File: config.mk
export PLATFORM = sky130hd
export DESIGN_NAME = led_matrix_scan_ctrl
export DESIGN_NICKNAME = d
export VERILOG_FILES = /design/src/rtl/led_matrix_scan_ctrl.sv
export SDC_FILE = /design/constraint.sdc
export NUM_CORES = 1
export LEC_CHECK = 0
export ABC_AREA = 1
export BUFFER_PORTS_ARGS = -buffer_cell sky130_fd_sc_hd__buf_2
export CAP_MARGIN = 15
export CORE_MARGIN = 5
export CORE_UTILIZATION = 58
export DETAILED_ROUTE_END_ITERATION = 8
export PLACE_DENSITY = 0.87
export SETUP_SLACK_MARGIN = 0.5
export SLEW_MARGIN = 5
export SYNTH_ARGS = -nofsm -noshare
export SYNTH_HDL_FRONTEND = slang
export SYNTH_SLANG_ARGS = --single-unit
export TNS_END_PERCENT = 50
File: constraint.sdc
create_clock -name clk -period 1.63 [get_ports clk]
set_input_delay 0.163 -clock clk [delete_from_list [all_inputs] [get_ports clk]]
set_output_delay 0.163 -clock clk [all_outputs]
set_load 0.01 [all_outputs]
File: src/rtl/led_matrix_scan_ctrl.sv
// Column scan controller for a multiplexed LED matrix.
// Each column gets BLANK_CYCLES of all-off time (so the row mux settles) and is then driven for DIV cycles.
module led_matrix_scan_ctrl #(
  parameter int NUM_COLS     = 5,
  parameter int DIV          = 1000,
  parameter int BLANK_CYCLES = 2
) (
  input  logic                clk,
  input  logic                rst_n,
  input  logic                enable,
  output logic [2:0]          col_sel,
  output logic [NUM_COLS-1:0] col_en_n,
  output logic                frame_start,
  output logic                busy
);

  typedef enum logic [1:0] {
    IDLE,
    BLANK,
    DRIVE
  } state_t;

  localparam logic [15:0] BLANK_LAST = 16'(BLANK_CYCLES - 1);
  localparam logic [15:0] DRIVE_LAST = 16'(DIV - 1);
  localparam logic [2:0]  LAST_COL   = 3'(NUM_COLS - 1);

  state_t                state, state_nxt;
  logic [15:0]           cnt, cnt_nxt;
  logic [2:0]            idx, idx_nxt;
  logic                  fs_nxt;
  logic [NUM_COLS-1:0]   col_en_n_nxt;

  // Outputs are registered from the next-state values, so they line up with the state they describe.
  always_ff @(posedge clk) begin
    if (!rst_n) begin
      state       <= IDLE;
      cnt         <= 16'd0;
      idx         <= 3'd0;
      col_en_n    <= '1;
      col_sel     <= 3'd0;
      frame_start <= 1'b0;
      busy        <= 1'b0;
    end else begin
      state       <= state_nxt;
      cnt         <= cnt_nxt;
      idx         <= idx_nxt;
      col_en_n    <= col_en_n_nxt;
      col_sel     <= idx_nxt;
      frame_start <= fs_nxt;
      busy        <= (state_nxt != IDLE);
    end
  end

  always_comb begin
    state_nxt = state;
    cnt_nxt   = cnt;
    idx_nxt   = idx;
    fs_nxt    = 1'b0;
    case (state)
      IDLE: begin
        cnt_nxt = 16'd0;
        idx_nxt = 3'd0;
        if (enable) begin
          state_nxt = BLANK;
          fs_nxt    = 1'b1;
        end
      end
      BLANK: begin
        if (!enable) begin
          state_nxt = IDLE;
          cnt_nxt   = 16'd0;
          idx_nxt   = 3'd0;
        end else if (cnt == BLANK_LAST) begin
          state_nxt = DRIVE;
          cnt_nxt   = 16'd0;
        end else begin
          cnt_nxt = cnt + 16'd1;
        end
      end
      DRIVE: begin
        if (!enable) begin
          state_nxt = IDLE;
          cnt_nxt   = 16'd0;
          idx_nxt   = 3'd0;
        end else if (cnt == DRIVE_LAST) begin
          // Column advance happens only on entry to BLANK, keeping col_sel stable while driving.
          state_nxt = BLANK;
          cnt_nxt   = 16'd0;
          if (idx == LAST_COL) begin
            idx_nxt = 3'd0;
            fs_nxt  = 1'b1;
          end else begin
            idx_nxt = idx + 3'd1;
          end
        end else begin
          cnt_nxt = cnt + 16'd1;
        end
      end
      default: begin
        state_nxt = IDLE;
        cnt_nxt   = 16'd0;
        idx_nxt   = 3'd0;
      end
    endcase
  end

  always_comb begin
    col_en_n_nxt = '1;
    if (state_nxt == DRIVE) begin
      for (int i = 0; i < NUM_COLS; i++) begin
        if (idx_nxt == 3'(i)) col_en_n_nxt[i] = 1'b0;
      end
    end
  end

endmodule

==> metrics list <==
- Result of the run: completed
- The signal on the critical path passes through buf_4 -> nand3_2 -> nor3_2 -> nand2_2 -> nor2_4 -> nand3_4 -> nor2_4 -> a21oi_1 -> nor2_2.
* Maximum clock path buffer count: 2
- Core ar.: 2520 um2
- Setup repair after global routing could not meet its margin everywhere.
- Worst path most repeated cell: nor2_4
* CTS Hold Bufs: 0
- Global router's overall resource usage: 20.8%
- Total cell area at the placement stage: 1710 um2
- Antenna violations before repair: 0
- Number of standard cells after synthesis: 220
- Actual slew at the worst max-slew pin: 0.265 ns
- In this run the critical register-to-register path is launched from cnt[0]$_SDFF_PN0_.
- H-Tree Level Count: 1
- Across the run, the number of max-cap violations was 0.
- The worst hold path begins at rst_n.
* First-pass GRT wire length: 5940 um
- Entering global routing, the biggest net connects 17 pins.
- Achievable clock frequency: 637 MHz
* Hold WS: 0.0650 ns
- Slew Limit Headroom: 82.3%
* Die boundary width: 61.9 um
* Post-layout minimum cycle time: 1.57 ns
* Final clock skew: 0.00871 ns
- The initialized floorplan defines 18 standard-cell rows.
- Largest stage delay on the critical path: 0.39 ns
- The synthesized netlist devotes 42.9% of its cell area to simple gates.
- Data on the critical path arrives at its endpoint at 1.87 ns.
- Vias per inst: 5.28
* Commonest cells in the netlist: nand2_1 (45), nor2_1 (42), dfxtp_1 (28), inv_1 (24), nand3_1 (16)
- Final cycle utilization of the critical path: 96.4%
- CTS placed an instance of clkbuf_4 at the clock tree root.
- Insertion delay to the later sink of the worst-skew pair: 0.34 ns
- Counting every net in the synthesized netlist gives 231.
- In this run the tool buffered the top-level ports with 12 buffer cells.
- Setup slack of the most critical reg-to-reg path: 0.06 ns
* Aggregate routed wire length: 3810 um
* Post-synth EDFFs: 0
* Finish-stage setup viols: 0
- Static power due to leakage: 0.943 nW
- Diode count: 0
* Compound-Gate Fraction of Synth Area: 4.33%
- Cell types occupying the most area after synthesis: dfxtp_1 (36%), nand2_1 (11%), nor2_1 (10%)
- Number of remaining DRC errors: 0
* Initial Utilization: 61.9%
- From synthesis to final layout, the design area changed by 34.0%.
* Destination of the worst hold path: frame_start$_SDFF_PN0_
- Multiplexer share of the synthesized area: 0%
- By area, the combinational part of the netlist is dominated by simple AND/OR/NAND/NOR gates.
* Via count of the first global-routing pass: 1404
- The worst setup path is launched from a flip-flop.
* Crit-path leading delay family: simple AND/OR/NAND/NOR gates
* Final Util: 82.9%
- Final HPWL DP: 2310 um
- In this run the worst hold path is classified as in -> reg.
* Adder-cell share of the synthesized area: 6.41%
- Layout cells sized above 1: 46.8%
- The count of nets left with antenna violations once routing finished came out at 0.
- Post-layout nets: 264
- Number of fillers in the final layout: 138
- Count of unique library cells instantiated by Yosys: 26
* Clock buffers created by TritonCTS: 3
- Number of hold violations in the final report: 0
- Post-synth ARST share: 0%
- Summing every instance area after synthesis gives 1560 um2.
- Final weighted congestion in routability-driven placement: 0.803
* Final std cell area, no fill: 2090 um2
* Largest area contributor in the synthesized netlist: dfxtp_1
- Class of the most critical setup path: reg -> reg
* Post-DR wirelength/cell: 13.5 um
- Summing the sequential cell areas from Yosys gives 35.9% of the chip area.
- TritonCTS built the clock tree.
- Critical path capture point type: flip-flop
- Yosys warning total: 0
- The floorplan step defined a die boundary enclosing 3830 um2.
* DIE HEIGHT: 61.9 um
* Worst Reg2Reg Path Length in Cells: 9
- In this run the critical register-to-register path is captured at cnt[13]$_SDFF_PN0_.
- Count leader, synth: nand2_1
* Peak supply drop: 0.000578 V
- After clock tree synthesis, the clock-pin slew on the worst setup and hold paths is 0.16 ns.
* Yosys reg bits: 28
- The share of synthesized area in the top cell type comes to 35.9%.
- Fraction of synthesized cell area in xor and xnor cells: 2.24%
- Area taken by flip-flops and latches: 589 um2
- In the synthesized netlist the dominant register cell turns out to be dfxtp_1.
- Overflow left after global routing: 0
* Instance count along the most critical hold path: 3
- Max-slew violations: 0
- Of all nets on the critical path, the largest fanout is 5.
- Number of placed I/O pins: 13
- Required time of the worst setup path: 1.93 ns
- Routed via count: 1488
* Sinks on the clock net: 28
- Sum of buffers and inverters on the critical path: 1
* Area of the multi-input gates: 1060 um2
- Total power density per cell area: 592 nW/um2
* Average instance area after synthesis: 7.10 um2
- DR iter-0 viols: 59
* Initial DRT Pass Iterations: 4
- The slowest stage of the critical path belongs to the cell dfxtp_4.
-- layout make-up --
type                    instances  share of cell area, %
repair buffers                 30                   11.2
clock inverters                 1                   1.44
multi-input cells             160                   50.5
clock buffers                   3                   1.08
well taps                      30                   1.79
flip-flops and latches         28                   28.2
inverters                      30                   5.74
-- worst max path at each step --
stage	cells past startpoint	end	start	slack [ns]
after detailed placement	14	col_en_n[4]$_SDFF_PN1_	cnt[1]$_SDFF_PN0_	0.05
final	9	cnt[13]$_SDFF_PN0_	cnt[0]$_SDFF_PN0_	0.06
after CTS	14	col_en_n[0]$_SDFF_PN1_	cnt[0]$_SDFF_PN0_	0.07
after global placement	10	col_en_n[1]$_SDFF_PN1_	cnt[1]$_SDFF_PN0_	0.1
after global routing	9	cnt[13]$_SDFF_PN0_	cnt[0]$_SDFF_PN0_	-0.06
after floorplan	14	col_en_n[0]$_SDFF_PN1_	cnt[1]$_SDFF_PN0_	0.23
-- stage by stage --
| stage | TNS, ns | cells | total power [W] | setup slack [ns] |
|---|---|---|---|---|
| after floorplan | 0 | 220 | 0.000747 | 0.229 |
| after global placement | 0 | 262 | 0.000762 | 0.0950 |
| after detailed placement | 0 | 262 | 0.000764 | 0.0508 |
| after CTS | 0 | 278 | 0.00123 | 0.0703 |
| after global routing | -0.318 | 282 | 0.00129 | -0.0638 |
| final | 0 | 282 | 0.00124 | 0.0590 |
-- worst reg2reg max path, stage by stage (launching register included) --
cell,delay (ns)
dfxtp_4,0.39
buf_4,0.13
nand3_2,0.10
nor3_2,0.23
nand2_2,0.10
nor2_4,0.17
nand3_4,0.14
nor2_4,0.12
a21oi_1,0.08
nor2_2,0.07
-- logic make-up after synthesis --
| logic type | count (synthesis) |
|---|---|
| AOI/OAI and AO/OA | 12 |
| DFF | 28 |
| buffers and inverters | 32 |
| adders and majority gates | 8 |
| and+or+nand+nor | 136 |
| xor gates and xnor gates | 4 |
-- flip-flops by register name (all words and copies together) (netlist names) --
name	count
busy	1
cnt	16
col_en_n	5
frame_start	1
idx	3
state	2
-- placed cells by master, fill, tap and decap left out, drive strengths merged --
cell,Yosys,routed
nor2,51,51
nor3b,2,2
o21ai,3,3
clkbuf,0,3
xor2,4,4
inv,30,30
ha,8,8
bufinv,0,1
nor3,6,6
o21a,1,1
nand4,3,3
or2,1,1
nand2,53,53
nand3,20,20
buf,2,30
a21oi,6,6
o21bai,2,2
dfxtp,28,28
-- report_power, final --
| group | total, W | switching, W | internal (W) |
|---|---|---|---|
| registers | 0.000688 | 0.00000267 | 0.000685 |
| clock network | 0.000470 | 0.000221 | 0.000249 |
| logic | 0.0000813 | 0.0000497 | 0.0000317 |
| total | 0.00124 | 0.000274 | 0.000966 |
-- routing by layer --
layer	share of wire [%]	track usage [%]	up-vias	routed length [um]
met2	53	36.9	35	2010
li1	-	-	744	-
met3	3.5	3.72	13	133
met4	2.7	8.18	0	103
met1	41	24.6	696	1560
met5	0	0	-	0
-- timing repair --
action                     4_1_cts  5_1_grt
setup endpoints to repair       28       29
pin swaps                        9       13
buffers inserted                11        4
gates resized for setup         23       37
cloned                           1        0
Power figures use the tool's default switching activity.
